### src/rtl/seq_shift_add_multiplier_if.sv
// Handshake/bus bundle for the sequential shift-and-add multiplier.
// The master side issues operands and a start request. The slave side returns
// the status flags and the product register.
interface seq_shift_add_multiplier_if #(
   parameter int WIDTH = 32
);
   logic                 start;
   logic [WIDTH-1:0]     a;
   logic [WIDTH-1:0]     b;
   logic                 busy;
   logic                 done;
   logic [2*WIDTH-1:0]   product;

   modport master (output start, a, b, input busy, done, product);
   modport slave  (input start, a, b, output busy, done, product);
endinterface

### src/rtl/seq_shift_add_multiplier.sv
// Multi-cycle unsigned WIDTHxWIDTH -> 2*WIDTH shift-and-add multiplier.
// It reuses the existing 2*WIDTH ripple-carry adder datapath.
// Each RUN cycle does the following:
//   - it adds the shifted multiplicand into the partial product when the current
//     multiplier LSB is set;
//   - it shifts the multiplicand left and the multiplier right.
// Latency is fixed at WIDTH RUN cycles, followed by one DONE cycle.
// WIDTH must be 32 so that the product matches the 64-bit adder.

// One bit slice of the ripple-carry adder.
module rca_cell (
   input  logic x,
   input  logic y,
   input  logic cin,
   output logic s,
   output logic cout
);
   assign s    = x ^ y ^ cin;
   assign cout = (x & y) | (cin & (x ^ y));
endmodule

// W-bit ripple-carry adder built as a chain of bit slices.
module rca_adder #(
   parameter int W = 64
) (
   input  logic [W-1:0] x,
   input  logic [W-1:0] y,
   input  logic         cin,
   output logic [W-1:0] sum,
   output logic         cout
);
   logic [W:0] c;

   assign c[0] = cin;

   // Slice i consumes carry c[i] and produces carry c[i+1].
   rca_cell u_cell [W-1:0] (
      .x    (x),
      .y    (y),
      .cin  (c[W-1:0]),
      .s    (sum),
      .cout (c[W:1])
   );

   assign cout = c[W];
endmodule

module seq_shift_add_multiplier #(
   parameter int WIDTH = 32
) (
   input  logic                        clk,
   input  logic                        rst,
   seq_shift_add_multiplier_if.slave   mul
);
   localparam int PW = 2 * WIDTH;
   localparam int CW = $clog2(WIDTH) + 1;

   localparam logic [CW-1:0] LAST_ITER = CW'(WIDTH - 1);

   localparam logic [1:0] IDLE = 2'd0;
   localparam logic [1:0] RUN  = 2'd1;
   localparam logic [1:0] DONE = 2'd2;

   logic [1:0]       state;
   logic [PW-1:0]    mcand;
   logic [WIDTH-1:0] mplier;
   logic [PW-1:0]    acc;
   logic [CW-1:0]    cnt;
   logic [PW-1:0]    product_q;

   logic [PW-1:0]    sum;
   logic [PW-1:0]    acc_next;

   // For in-range operands the partial product never exceeds 2*WIDTH bits.
   // The carry-out is therefore structurally present but never consumed.
   logic             add_cout_unused;

   rca_adder #(.W(PW)) u_add (
      .x    (acc),
      .y    (mcand),
      .cin  (1'b0),
      .sum  (sum),
      .cout (add_cout_unused)
   );

   // The partial product takes the adder result only when the current multiplier bit is set.
   always_comb begin
      acc_next = acc;
      if (mplier[0]) acc_next = sum;
   end

   // Control FSM and datapath registers. Reset overrides every other input.
   always_ff @(posedge clk) begin
      if (rst) begin
         state     <= IDLE;
         mcand     <= '0;
         mplier    <= '0;
         acc       <= '0;
         cnt       <= '0;
         product_q <= '0;
      end else begin
         case (state)
            IDLE: begin
               if (mul.start) begin
                  mcand     <= {{(PW-WIDTH){1'b0}}, mul.a};
                  mplier    <= mul.b;
                  acc       <= '0;
                  cnt       <= '0;
                  product_q <= '0;
                  state     <= RUN;
               end
            end
            RUN: begin
               acc    <= acc_next;
               mcand  <= mcand << 1;
               mplier <= mplier >> 1;
               cnt    <= cnt + 1'b1;
               // The final iteration publishes the result, including the last conditional add.
               if (cnt == LAST_ITER) begin
                  product_q <= acc_next;
                  state     <= DONE;
               end
            end
            DONE: begin
               state <= IDLE;
            end
            default: begin
               state <= IDLE;
            end
         endcase
      end
   end

   assign mul.busy    = (state == RUN);
   assign mul.done    = (state == DONE);
   assign mul.product = product_q;
endmodule

### src/flat_wrapper.sv
// flat-port wrapper written by rule: the top's interface ports become plain ports
module seq_shift_add_multiplier_flat 
#(
   parameter int WIDTH = 32
)
  (clk, rst, mul_start, mul_a, mul_b, mul_busy, mul_done, mul_product);
  seq_shift_add_multiplier_if #(.WIDTH(WIDTH)) mul_i ();
  input  logic clk;
  input  logic rst;
  input wire logic [$bits(mul_i.start)-1:0] mul_start;
  input wire logic [$bits(mul_i.a)-1:0] mul_a;
  input wire logic [$bits(mul_i.b)-1:0] mul_b;
  output wire logic [$bits(mul_i.busy)-1:0] mul_busy;
  output wire logic [$bits(mul_i.done)-1:0] mul_done;
  output wire logic [$bits(mul_i.product)-1:0] mul_product;
  assign mul_i.start = mul_start;
  assign mul_i.a = mul_a;
  assign mul_i.b = mul_b;
  assign mul_busy = mul_i.busy;
  assign mul_done = mul_i.done;
  assign mul_product = mul_i.product;
  seq_shift_add_multiplier #(.WIDTH(WIDTH)) u_core (.clk(clk), .rst(rst), .mul(mul_i));
endmodule
### config.mk
export PLATFORM = sky130hd
export DESIGN_NAME = seq_shift_add_multiplier_flat
export DESIGN_NICKNAME = d
export VERILOG_FILES = /design/src/rtl/seq_shift_add_multiplier_if.sv /design/src/rtl/seq_shift_add_multiplier.sv /design/src/flat_wrapper.sv
export SDC_FILE = /design/constraint.sdc
export NUM_CORES = 1
export LEC_CHECK = 0
export CAP_MARGIN = 15
export CORE_MARGIN = 1.5
export CORE_UTILIZATION = 61
export DETAILED_ROUTE_END_ITERATION = 12
export GPL_ROUTABILITY_DRIVEN = 0
export GPL_TIMING_DRIVEN = 0
export PLACE_DENSITY = 0.86
export SYNTH_ARGS = -nofsm -noshare
export SYNTH_HDL_FRONTEND = slang
export SYNTH_SLANG_ARGS = --single-unit
### constraint.sdc
create_clock -name clk -period 74.6 [get_ports clk]
set_input_delay 7.46 -clock clk [delete_from_list [all_inputs] [get_ports clk]]
set_output_delay 7.46 -clock clk [all_outputs]
set_load 0.02 [all_outputs]
==> reports/results.txt <==
Setup violators final: 0
Uppermost routed layer: met4
Ys async rst share: 0%
Measured slew at the worst slew-check pin: 0.954 ns
First-pass GRT wire length: 47.2 mm
Worst path most repeated cell: fa_1
Resized Gates After CTS: 0
Global-route usage over all layers: 29.4%
Fmax: 33.1 MHz
Synth Cell Area: 11300 µm²
CP max stage cell: fa_1
Initial Util: 62.5%
Port Buf Inserts: 131
Met3 WL: 1.87 mm
CP Launch Type: flip-flop
Total number of vias: 10100
Die height: 139 µm
Die Area: 19300 µm²
Peak supply drop: 0.0177 mV
Register area share after synthesis: 41.2%
Skew final: 0.0124 ns
Share of layout cells above drive strength 1: 3.62%
Layout net count: 1634
Total Neg Setup Slack: 0 ns
Family with the most delay on the worst path: adder cells
Max Root-Sink Buffers: 3
H-tree levels: 1
Gate Count Post-Synth: 1346
I/O pin cnt: 133
Row cnt: 49
CTS Sinks: 232
Most frequent cells in the layout: nor2_1 (357), dfxtp_1 (232), clkdlybuf4s50_1 (131), a21oi_1 (129), clkbuf_1 (91)
Vias in the first global route: 9523
Max FO, Critical Path: 3
Final hold vios: 0
Final wirelength: 29.0 mm
Final worst path period share: 40.5%
Post-route setup slack: 44.37 ns
HPWL after detailed placement: 20.2 mm
Drt first pass iters: 6
Cell Pwr Density: 21.7 nW/µm²
Syn Nets: 1477
Largest net degree at the start of global routing: 15
Post-synth EDFFs: 0
Crit. End Element: flip-flop
Root Buffer: clkbuf_16
Initial antenna violation count: 0
Total power: 298 µW
Clk_lat worst skew: 0.52 ns
Commonest non-fill, non-tap cell in the layout: nor2_1
CP Class: reg2reg
Reg clk slew, reported paths: 0.06 ns
Ant. Diodes: 0
Post-DRT Antenna Nets: 0
Max stage delay on crit path: 0.49 ns
Crit path buffers/inverters: 2
WL met1: 12.5 mm
Pre-CTS WS: 44.45 ns
Data arrival, critical path: 30.67 ns
Grt ovf: 0
Die X-Extent: 139 µm
Hold Worst Slack: 0.464 ns
Pleak: 0.00526 µW
Core area: 18000 µm²
Relative slew slack: 36.1%
Vias/cell: 5.80
Max Cap Viol: 0
Synth Flop Type: dfxtp_1
Max-slew violation count: 0
Outcome: complete, no violations
Worst Path Required: 75.04 ns
CTS tree: built
Initial DRC Count: 833
RSZ-0062 raised after global routing: false
Final min period: 30.23 ns
Synthesis Warnings: 0
Syn-to-layout area delta: 22.1%
# hold bufs at CTS: 0
DRC Markers: 0
Met2 WL post-DR: 13.9 mm
Setup bufs post-CTS: 0
Post-synthesis cell type count: 36
WL/cell: 16.6 µm
Worst Hold Class: reg2reg
Synth Register Bits: 232
CTS buffer count: 24
Non-Filler Instances: 1750
Placed Cells: 1706
Avg Cell Area, Syn: 8.37 µm²
==> final timing paths <==
kind | from | to | cells past startpoint | slack [ns]
setup reg to reg | u_core.mcand[0] | u_core.acc[63] | 69 | 44.37
hold / removal | u_core.mul.product[54] | u_core.mul.product[54] | 2 | 0.46
hold reg to reg | u_core.mul.product[54] | u_core.mul.product[54] | 2 | 0.46
setup / recovery | u_core.mcand[0] | u_core.acc[63] | 69 | 44.37
==> metal layers <==
layer	vias to the layer above	track usage [%]
met4	0	9.48
met5	-	0
li1	4838	-
met2	393	48.7
met1	4856	40.4
met3	57	3.63
==> layout make-up <==
type,instances,area (µm²)
multi-input combinational,989,6130
sequential,232,4640
fill,1303,4270
timing repair buffer,131,1310
clock buffer,34,739
buffer,119,465
tap,229,287
clock inverter,10,150
inverter,6,22.5
==> Yosys cell counts (2+ instances only) <==
cell      count  share of area, %
nand2_1       5              0.17
nand3_1      66               2.9
clkbuf_1     90               3.0
dfxtp_1     232                41
fa_1         62                11
a21oi_1     129               5.7
a22oi_1      35               2.3
a31oi_1      64               3.6
nor2_1      357                12
a211oi_1      3              0.20
ha_1          2              0.22
inv_1         6              0.20
buf_1        19              0.63
buf_2         5              0.22
or2_0        62               3.4
clkbuf_2      4              0.18
nor3_1       63               2.8
mux2i_1      62               5.5
nor2b_1      63               3.5
==> cells by family after synthesis <==
logic type / after synthesis / synth area share, %
buf+inv: 125 / 4.33
flops: 232 / 41.2
compound gates: 237 / 12.2
simple gates: 624 / 25.3
fa+ha+maj: 64 / 11.2
xor+xnor: 2 / 0.156
mux: 62 / 5.51
==> through the flow <==
step,utilization (%),area [µm²]
floorplan,-,11300
global placement,71.4,12900
detailed placement,71.4,12900
CTS,76.3,13800
global route,76.3,13800
finish,76.3,13800
==> flip-flops by register name (all words and copies together) (netlist names) <==
| signal | cells |
|---|---|
| u_core.mul.product | 64 |
| u_core.mcand | 64 |
| u_core.acc | 64 |
| u_core.state | 2 |
| u_core.mplier | 32 |
| u_core.cnt | 6 |
==> power breakdown <==
part	switching, µW	total [µW]	internal [µW]	leakage [µW]
registers	3.23	131	128	0.00189
logic	20.9	33.9	13.0	0.00292
clock network	50.4	133	82.6	0.000447
total	74.5	298	223	0.00526
==> worst register-to-register path: cells and delay by family, from the launching register on <==
| family | cells | cell delay [ns] |
|---|---|---|
| XOR/XNOR | 1 | 0.15 |
| buffers and inverters | 2 | 0.14 |
| AND/OR/NAND/NOR | 2 | 0.45 |
| flip-flops | 1 | 0.38 |
| adder cells (fa/ha/maj) | 63 | 28.89 |
| AO/OA/AOI/OAI | 1 | 0.16 |
Power figures use the tool's default switching activity.
